**src/rtl/rd_result_fifo.sv**
```systemverilog
// -----------------------------------------------------------------------------
// rd_result_fifo
//
// Result-capture stage behind the pipelined recursive-doubling carry-lookahead
// adder. A LAT-deep valid pipe follows each issued operand pair through the
// adder, so the valid flag lines up with sum_in/carry_in. Each valid
// {carry, sum} result is then queued in a DEPTH-entry FIFO that a ready/valid
// consumer drains. The adder cannot stall, so issue_ok tells the operand
// source when a new issue is guaranteed to find room in the FIFO.
//
// Parameters:
//   WIDTH  adder operand/sum width
//   LAT    adder latency in clocks, operand edge to sum/carry valid (1..8)
//   DEPTH  FIFO entries, power of two (2..16)
//
// Ports:
//   clk        rising-edge clock
//   reset      asynchronous active-high reset, clears all state
//   in_valid   operands presented to the adder this cycle are real
//   sum_in     adder sum output
//   carry_in   adder carry output
//   out_ready  consumer accepts the head entry this cycle
//   out_valid  FIFO non-empty
//   out_sum    head entry sum (0 when empty)
//   out_carry  head entry carry (0 when empty)
//   count      entries held
//   full       count == DEPTH
//   issue_ok   count + in-flight < DEPTH
//   overflow   sticky: a result was dropped
//   out_parity head entry parity (0 when empty), only with RD_RESULT_PARITY_EN
//
// Build option: define RD_RESULT_PARITY_EN to store an XOR parity bit of
// {carry, sum} with every entry and expose it on out_parity.
// -----------------------------------------------------------------------------
module rd_result_fifo #(
  parameter int WIDTH = 8,
  parameter int LAT   = 3,
  parameter int DEPTH = 4,
  localparam int CNT_W = $clog2(DEPTH + 1)
) (
  input  logic             clk,
  input  logic             reset,
  input  logic             in_valid,
  input  logic [WIDTH-1:0] sum_in,
  input  logic             carry_in,
  input  logic             out_ready,
  output logic             out_valid,
  output logic [WIDTH-1:0] out_sum,
  output logic             out_carry,
  output logic [CNT_W-1:0] count,
  output logic             full,
  output logic             issue_ok,
  output logic             overflow
`ifdef RD_RESULT_PARITY_EN
  ,
  output logic             out_parity
`endif
);

  localparam int PTR_W = $clog2(DEPTH);
  localparam int IF_W  = $clog2(LAT + 1);
  localparam int SUM_W = CNT_W + IF_W;

  typedef struct packed {
`ifdef RD_RESULT_PARITY_EN
    logic             parity;
`endif
    logic             carry;
    logic [WIDTH-1:0] sum;
  } entry_t;

  logic [LAT-1:0]   vpipe_q,    vpipe_d;
  logic [PTR_W-1:0] wr_ptr_q,   wr_ptr_d;
  logic [PTR_W-1:0] rd_ptr_q,   rd_ptr_d;
  logic [CNT_W-1:0] count_q,    count_d;
  logic             overflow_q, overflow_d;
  entry_t           mem_q [DEPTH];

  logic             wr_en, rd_en, do_wr, drop;
  logic [IF_W-1:0]  inflight;
  logic [SUM_W-1:0] pending;
  entry_t           wr_entry, head;

  // The oldest stage of the valid pipe is aligned with the adder's outputs.
  assign wr_en     = vpipe_q[LAT-1];
  assign out_valid = (count_q != '0);
  assign full      = (count_q == CNT_W'(DEPTH));
  // A full FIFO is never empty, so a read in the same cycle frees the slot.
  assign rd_en     = out_valid & out_ready;
  assign do_wr     = wr_en & (~full | rd_en);
  assign drop      = wr_en & full & ~rd_en;

  always_comb begin
    wr_entry       = '0;
    wr_entry.sum   = sum_in;
    wr_entry.carry = carry_in;
`ifdef RD_RESULT_PARITY_EN
    wr_entry.parity = ^{carry_in, sum_in};
`endif
  end

  // Results still inside the adder; every one of them may land in the FIFO.
  always_comb begin
    inflight = '0;
    for (int i = 0; i < LAT; i++) begin
      inflight = inflight + IF_W'(vpipe_q[i]);
    end
  end

  assign pending  = SUM_W'(count_q) + SUM_W'(inflight);
  assign issue_ok = (pending < SUM_W'(DEPTH));

  always_comb begin
    // NOTE: every always_comb output gets a default first, so no path can leave it unassigned and infer a latch.
    vpipe_d    = (vpipe_q << 1) | LAT'(in_valid);
    wr_ptr_d   = wr_ptr_q;
    rd_ptr_d   = rd_ptr_q;
    count_d    = count_q;
    overflow_d = overflow_q | drop;
    // DEPTH is a power of two, so the pointers wrap by natural overflow.
    if (do_wr) wr_ptr_d = wr_ptr_q + PTR_W'(1);
    if (rd_en) rd_ptr_d = rd_ptr_q + PTR_W'(1);
    case ({do_wr, rd_en})
      2'b10:   count_d = count_q + CNT_W'(1);
      2'b01:   count_d = count_q - CNT_W'(1);
      default: count_d = count_q;
    endcase
  end

  always_ff @(posedge clk or posedge reset) begin
    // NOTE: sequential state uses non-blocking assignments so every register samples pre-edge values.
    if (reset) begin
      vpipe_q    <= '0;
      wr_ptr_q   <= '0;
      rd_ptr_q   <= '0;
      count_q    <= '0;
      overflow_q <= 1'b0;
    end else begin
      vpipe_q    <= vpipe_d;
      wr_ptr_q   <= wr_ptr_d;
      rd_ptr_q   <= rd_ptr_d;
      count_q    <= count_d;
      overflow_q <= overflow_d;
    end
  end

  // NOTE: the storage array is not reset; out_valid gates every read, so stale contents are never visible.
  always_ff @(posedge clk) begin
    if (do_wr) mem_q[wr_ptr_q] <= wr_entry;
  end

  assign head      = mem_q[rd_ptr_q];
  assign out_sum   = out_valid ? head.sum : '0;
  assign out_carry = out_valid & head.carry;
  assign count     = count_q;
  assign overflow  = overflow_q;
`ifdef RD_RESULT_PARITY_EN
  assign out_parity = out_valid & head.parity;
`endif

endmodule
```
**config.mk**
```make
export PLATFORM = sky130hd
export DESIGN_NAME = rd_result_fifo
export DESIGN_NICKNAME = d
export VERILOG_FILES = /design/src/rtl/rd_result_fifo.sv
export SDC_FILE = /design/constraint.sdc
export NUM_CORES = 1
export LEC_CHECK = 0
export ABC_AREA = 1
export BUFFER_PORTS_ARGS = -buffer_cell sky130_fd_sc_hd__buf_2
export CAP_MARGIN = 20
export CORE_MARGIN = 3
export CORE_UTILIZATION = 56
export CTS_CLUSTER_DIAMETER = 150
export DETAILED_ROUTE_END_ITERATION = 12
export PLACE_DENSITY = 0.87
export SETUP_SLACK_MARGIN = 0.2
export SLEW_MARGIN = 20
export SYNTH_ARGS = -nofsm -noshare
export SYNTH_HDL_FRONTEND = slang
export SYNTH_SLANG_ARGS = --single-unit
export TNS_END_PERCENT = 50
```
**constraint.sdc**
```tcl
create_clock -name clk -period 1.7 [get_ports clk]
set_input_delay 0.255 -clock clk [delete_from_list [all_inputs] [get_ports clk]]
set_output_delay 0.255 -clock clk [all_outputs]
set_load 0.05 [all_outputs]
```
==> qor.yml, run 1 <==
outcome: "finished with violations"
violations: "setup timing"
reg2reg_slack_ns: -0.24
fin_ws_ns: -0.4865
crit_path_end_kind: "output port"
htree_levels: 2
area_growth_pct: 51.78
io_pins: 29
hold_viol_final: 0
cap_violations: 0
rows: 21
hpwl_um: 2708
cts_tree: "done"
critPathMaxFanout: 2
drc_errors: 0
crit_path_start: "vpipe_q[2]"
drtIter0Drc: 121
synth.top_cell.area_share_pct: 53.01
ys_seq_area_share_pct: 66.50
hold_path_class: "in -> reg"
die_x_um: 66.35
wirelength_um: 5908
grt_pass1_vias: 1552
final_layout_size_suffix_gt1_share_pct: 56.68
tightest_slew_ns: 0.4765
die_area_um2: 4402
port_buffers: 28
diodes: 0
final-setup-viol-count: 54
critPathRequiredTime_ns: 1.44
yosys.area.top_type: "edfxtp_1"
max_slew_margin_pct: 68.20
final_common_cell: "edfxtp_1"
slew_viol_final: 0
cp-endpoint: "issue_ok"
synthTopCellsByArea: "edfxtp_1 (53%), dfrtp_1 (13%), nor2_1 (7.9%)"
r2r-end: "count[1]"
ctsRootBufferMaster: "clkbuf_4"
die_y_um: 66.35
synth.avg_cell_area_um2: 11.59
grt_pass1_wl_um: 7983
yosys_warnings: 0
ant_nets: 0
core_um2: 3416
crit_type: "reg -> out"
grt_max_degree: 20
fillers: 124
clock_latency_ns: 0.39
place_area_um2: 2429
arrival_ns: 1.93
start_util_pct: 59.71
rr_startpoint: "count[0]"
clk_pin_slew_ns: 0.16
synth_cell_types: 24
overflow: 0
ys_ff_latch: 47
synth_fp_nets: 196
min_period_ns: 2.187
grt_use_total_pct: 25.64
antenna_found_initial: 0
clock_sinks: 47
clockBufferDepth: 2
rsz0062_at_grt: "true"
syn_area_um2: 2039
numCtsBuffers: 5
nets: 266
wl_per_cell_um: 20.16
synth_cells: 176
skew_ns: 0.02250
design_area_um2: 3095
final_cell_mix: "edfxtp_1 (36), nor2_1 (32), buf_6 (32), buf_2 (16), o21ai_2 (15)"
num_vias: 1593
fin_crit_sh_pct: 128.6
fmax_mhz: 457.3
cp-start-kind: "flop"
vias_per_cell: 5.437
rr_worst_depth: 12
gp_congestion: 0.7461
drt_pre_antenna_iters: 4
## state kept, by name, indices dropped and copies added (netlist names)
register  count
rd_ptr_q      2
overflow      1
vpipe_q       3
wr_ptr_q      2
mem_q        36
count         3
## cell usage after synthesis
| library cell | instances |
|---|---|
| clkinv_1 | 2 |
| fa_1 | 2 |
| ha_1 | 5 |
| nor2_1 | 43 |
| o21bai_1 | 1 |
| nand2_1 | 11 |
| clkbuf_1 | 1 |
| nor2_2 | 1 |
| xor2_1 | 2 |
| o21ai_1 | 5 |
| o21ai_0 | 14 |
| nand3_2 | 2 |
| nand3b_1 | 1 |
| buf_4 | 1 |
| buf_6 | 1 |
| dfrtp_1 | 11 |
| inv_1 | 16 |
| inv_2 | 2 |
| edfxtp_1 | 36 |
| nand2_4 | 4 |
| nand3_1 | 2 |
| a21oi_1 | 11 |
| nor2_4 | 1 |
| clkbuf_2 | 1 |
## layer usage
layer,GRT usage [%],vias to the layer above,routed length [um]
li1,-,727,-
met1,29.99,785,2053
met2,47.09,67,3343
met3,5.442,14,390
met4,6.853,0,121
met5,0,-,0
## cells by family after synthesis
group / synth area share (%)
simple gates: 14.85
flops: 66.50
xor+xnor: 0.8591
fa+ha+maj: 5.031
buf+inv: 5.031
compound gates: 7.730
## cell type report
cell class                      instances  area [um^2]  share of cell area, %
Tap cell                               46        57.56                  1.859
Inverter                               20        100.1                  3.234
Multi-Input combinational cell        105        823.3                  26.60
Clock inverter                          3        46.29                  1.496
Timing Repair Buffer                   66        653.1                  21.10
Clock buffer                            5        37.54                  1.213
Timing Repair inverter                  1        16.27                 0.5255
Sequential cell                        47         1361                  43.98
## worst min-delay path by stage
stage / start / endpoint / slack [ns] / depth (start not counted)
floorplan: reset / overflow / 0.11 / 1
global placement: reset / vpipe_q[0] / 0.27 / 2
detailed placement: reset / vpipe_q[1] / 0.27 / 2
CTS: sum_in[2] / mem_q[3][2] / 0.09 / 1
global route: sum_in[4] / mem_q[0][4] / 0.05 / 1
finish: sum_in[2] / mem_q[3][2] / 0.07 / 1
## critical path, stage by stage (launching register included)
cell and delay, ns:
dfrtp_1 0.41, inv_2 0.08, fa_2 0.37, inv_2 0.09, ha_4 0.19, nand3b_1 0.11
nand2_2 0.09, clkinvlp_4 0.08, buf_8 0.14
## metrics by stage
step	TNS, ns	hold WS (ns)	setup WS [ns]	std cells	utilization [%]
after floorplan	-1.898	0.1072	-0.1373	176	-
after detailed placement	-0.07376	0.2674	-0.07376	256	71.10
after global routing	-13.46	0.05422	-0.5382	293	90.62
final	-10.30	0.06540	-0.4865	293	90.62
after CTS	-2.777	0.08683	-0.3393	285	86.59
after global placement	-0.02987	0.2651	-0.02987	256	71.10
## timing repair
item / CTS / global route
setup buffers: 17 / 8
hold buffers: 2 / 0
hold endpoints to repair: 12 / 0
setup endpoints to repair: 49 / 55
pin swaps: 13 / 12
resized for setup: 93 / 19
cloned: 2 / 0
Power of run 1 is not shown: default switching activity piles up to over one toggle a cycle in this logic, so the estimate is an artifact.
==> run 2, diff against run 1 <==
--- a/config.mk
+++ b/config.mk
@@ -8,6 +8,7 @@
 export ABC_AREA = 1
 export BUFFER_PORTS_ARGS = -buffer_cell sky130_fd_sc_hd__buf_2
 export CAP_MARGIN = 20
+export CORE_ASPECT_RATIO = 1.75
 export CORE_MARGIN = 3
 export CORE_UTILIZATION = 56
 export CTS_CLUSTER_DIAMETER = 150
==> run 2 against run 1 <==
Effect of this change:
- the run still ends with setup timing left
- core utilization down 1.8 points
- global-route usage up 1.8 points
- sequential share of layout area up 0.65 points
- non-clock buffer count down 4
- final area down 1.5%
- final cell count down 1.7%
- hold slack worse by 0.013 ns
- clock skew down 0.010 ns
- die area up 0.64%
- critical endpoint unchanged
- highest routed layer unchanged
==> qor.yml, run 2 (synthesis results as in run 1) <==
wirelength_um: 5760
rsz0062_at_grt: "true"
skew_ns: 0.01231
critPathRequiredTime_ns: 1.44
io_pins: 29
drt_pre_antenna_iters: 7
utilization_pct: 88.85
nets: 262
cp_common_cell: "inv_2"
cpMaxStageDelayCell: "dfrtp_2"
final_cell_mix: "nor2_1 (36), edfxtp_1 (36), buf_6 (19), buf_2 (16), buf_4 (16)"
ctsRootBufferMaster: "clkbuf_8"
path_delay_family: "adder cells"
multi_input_area_um2: 793.3
core_um2: 3433
dr_wl_met3_um: 223
cap_violations: 0
vias_per_cell: 5.667
drc_errors: 0
rows: 28
highest_layer: "met4"
htree_levels: 2
met2WireLength_um: 3240
clock_latency_ns: 0.30
die_x_um: 51.62
violations: "setup timing"
grt_pass1_vias: 1724
port_buffers: 28
fillers: 143
gp_congestion: 0.7455
grt_pass1_wl_um: 8542
cp-start-kind: "flop"
place_area_um2: 2427
critPathMaxFanout: 2
fin_crit_sh_pct: 116.0
cp_cell_sequence: "inv_2 -> fa_2 -> inv_2 -> ha_4 -> nand3b_1 -> nand2_2 -> clkinvlp_4 -> buf_8"
max_flop_register: "mem_q"
min_period_ns: 1.973
setup_tns_ns: -4.639
num_vias: 1632
die_area_um2: 4431
outcome: "finished with violations"
overflow: 0
fmax_mhz: 506.9
largest_register_ffs: 36
clockBufferDepth: 2
numCtsBuffers: 5
hold_viol_final: 0
wl_per_cell_um: 20.00
final_layout_size_suffix_gt1_share_pct: 50.62
max_slew_margin_pct: 71.02
tightest_slew_ns: 0.4342
crit_buf_inv: 4
die_y_um: 85.83
hold_path_class: "in -> reg"
start_util_pct: 59.40
slew_viol_final: 0
crit_type: "reg -> out"
area_growth_pct: 49.57
final-setup-viol-count: 49
crit_path_end_kind: "output port"
grt_max_degree: 20
ant_nets: 0
crit_path_max_incr_delay_ns: 0.38
drtIter0Drc: 61
wl_met1_um: 2047
design_area_um2: 3050
cts_tree: "done"
fin_ws_ns: -0.2726
arrival_ns: 1.72
regArea_um2: 1361
clock_sinks: 47
hpwl_um: 2595
grt_use_total_pct: 27.42
antenna_found_initial: 0
diodes: 0
clk_pin_slew_ns: 0.09
## run 2: worst paths after layout
path	cells after the start	slack, ns	end	start
min in group asynchronous	3	0.49	vpipe_q[1]	reset
worst max register to register	11	-0.18	mem_q[0][0]	count[0]
worst max-delay path	8	-0.27	issue_ok	count[0]
worst min-delay path	1	0.05	vpipe_q[0]	in_valid
worst min register to register	0	0.40	vpipe_q[2]	vpipe_q[1]
max in group asynchronous	3	0.88	count[0]	reset
## run 2: worst register-to-register path: cells and delay by family (launching register included)
| family | cells | cell delay, ns |
|---|---|---|
| simple gates | 6 | 0.47 |
| flops | 1 | 0.42 |
| buf+inv | 5 | 0.77 |
## run 2: layout make-up
cell class	instances	share of cell area (%)
inverter	20	3.281
sequential	47	44.63
timing repair buffer	62	20.22
clock inverter	1	0.9844
tap	45	1.846
multi-input combinational	105	26.00
clock buffer	7	2.502
timing repair inverter	1	0.5332
## run 2: timing repair
action	4_1_cts	5_1_grt
setup buffers	17	4
gates cloned	3	0
pin swaps	18	5
endpoints found under the hold margin	11	0
hold buffers	1	0
endpoints found under the setup margin	50	55
gates resized for setup	79	7
## run 2: metrics by stage
step / setup WS (ns) / std cells / hold slack, ns
after floorplan: -0.1373 / 176 / 0.1072
after global placement: -0.01657 / 255 / 0.2696
after detailed placement: -0.07871 / 255 / 0.2729
after CTS: -0.2745 / 284 / 0.05896
after global routing: -0.3340 / 288 / 0.04554
final: -0.2726 / 288 / 0.05221
## run 2: routing by layer
metal	vias to the layer above	track usage (%)
met5	-	0
met4	0	15.99
met3	21	4.522
met2	61	47.80
met1	833	30.47
li1	717	-
Power of run 2 is left out for the same reason.
==> run 3, diff against run 2 <==
--- a/config.mk
+++ b/config.mk
@@ -13,7 +13,7 @@
 export CORE_UTILIZATION = 56
 export CTS_CLUSTER_DIAMETER = 150
 export DETAILED_ROUTE_END_ITERATION = 12
-export PLACE_DENSITY = 0.87
+export PLACE_DENSITY_LB_ADDON = 0.1
 export SETUP_SLACK_MARGIN = 0.2
 export SLEW_MARGIN = 20
 export SYNTH_ARGS = -nofsm -noshare
==> run 3 against run 2 <==
Effect of this change:
- the run still ends with setup timing left
- register-to-register slack worse by 0.03 ns
- clock skew is 0.0049 ns lower
- fmax up 0.34%
- hold slack improved by 0.017 ns
- final cell count is 2.4% lower
- count of clock-buffer cells in the layout shrank 2
- via count decreased by 9.0%
- global-route usage fell by 4.2 points
==> qor.yml, run 3 (synthesis results as in run 1) <==
outcome: "finished with violations"
violations: "setup timing"
overflow: 0
fin_ws_ns: -0.2659
core_um2: 3433
clock_latency_ns: 0.29
drc_errors: 0
die_y_um: 85.83
cap_violations: 0
final_layout_size_suffix_gt1_share_pct: 43.64
hold_viol_final: 0
drt_pre_antenna_iters: 4
critPathRequiredTime_ns: 1.44
vias_per_cell: 5.285
cp-start-kind: "flop"
r2r-end: "mem_q[2][1]"
gp_congestion: 0.7197
area_growth_pct: 40.74
final_common_cell: "nor2_1"
rows: 28
htree_levels: 2
critPathMaxFanout: 2
grt_max_degree: 20
largest_register_ffs: 36
reg2reg_slack_ns: -0.21
rr_startpoint: "count[0]"
place_ws_ns: -0.06803
num_vias: 1485
rsz0062_at_grt: "true"
clock_sinks: 47
min_period_ns: 1.966
utilization_pct: 83.60
io_pins: 29
fillers: 181
diodes: 0
clockBufferDepth: 2
tightest_slew_ns: 0.4463
setup_tns_ns: -10.35
die_area_um2: 4431
die_x_um: 51.62
hpwl_um: 2812
grt_use_total_pct: 23.24
drtIter0Drc: 34
fin_crit_sh_pct: 115.6
final-setup-viol-count: 52
hold_path_class: "in -> reg"
fmax_mhz: 508.7
cts_tree: "done"
wirelength_um: 4680
slew_viol_final: 0
cp-endpoint: "issue_ok"
grt_pass1_vias: 1603
max_flop_register: "mem_q"
crit_path_start: "count[0]"
port_buffers: 28
ctsRootBufferMaster: "clkbuf_8"
nets: 256
start_util_pct: 59.40
grt_pass1_wl_um: 7369
crit_path_end_kind: "output port"
max_slew_margin_pct: 70.21
antenna_found_initial: 0
crit_type: "reg -> out"
final_cell_mix: "nor2_1 (38), edfxtp_1 (36), buf_6 (17), buf_2 (16), buf_4 (15)"
rr_worst_depth: 12
wl_per_cell_um: 16.65
clk_pin_slew_ns: 0.08
ant_nets: 0
arrival_ns: 1.71
skew_ns: 0.007429
numCtsBuffers: 5
## run 3: how the worst min path moves through the flow
stage / startpoint / endpoint / slack, ns / depth (start not counted)
floorplan: reset / overflow / 0.11 / 1
global placement: reset / wr_ptr_q[0] / 0.28 / 2
detailed placement: reset / wr_ptr_q[1] / 0.27 / 2
CTS: in_valid / vpipe_q[0] / 0.06 / 1
global route: in_valid / vpipe_q[0] / 0.06 / 1
finish: in_valid / vpipe_q[0] / 0.07 / 1
## run 3: per-layer routing
metal,global-route usage (%),up-vias,share of wire [%]
met5,0,-,0
met4,10.26,0,3.4
met3,4.000,14,4.2
met2,45.36,44,59
met1,22.32,717,34
li1,-,710,-
## run 3: worst max-delay path: stages (launching register included)
cell and delay (ns):
dfrtp_2 0.43, inv_2 0.07, fa_2 0.42, nand3b_1 0.17, nand2_2 0.08, clkinvlp_4 0.09, buf_8 0.15
## run 3: area by class of cell
class                           count  area [um^2]  area share (%)
Timing Repair inverter              1        16.27          0.5667
Clock inverter                      2        8.758          0.3051
Multi-Input combinational cell    105        744.5           25.94
Sequential cell                    47         1361           47.43
Clock buffer                        5        68.82           2.398
Timing Repair Buffer               56        519.2           18.09
Inverter                           20        95.09           3.313
Tap cell                           45        56.30           1.962
## run 3: stage by stage
| step | area [um^2] | hold slack, ns | std cells |
|---|---|---|---|
| 6_report | 2870 | 0.06951 | 281 |
| 2_1_floorplan | 2183 | 0.1072 | 176 |
| 4_1_cts | 2818 | 0.05902 | 277 |
| 3_3_place_gp | 2455 | 0.2755 | 257 |
| 3_5_place_dp | 2455 | 0.2722 | 257 |
| 5_1_grt | 2870 | 0.05940 | 281 |
## run 3: what timing repair did
item | in CTS | in global routing
buffers inserted | 10 | 4
pin swaps | 6 | 4
endpoints found under the setup margin | 50 | 54
hold endpoints to repair | 11 | 0
gates resized for setup | 55 | 3
hold buffers | 1 | 0
gates cloned | 2 | 0
Power of run 3 is left out for the same reason.
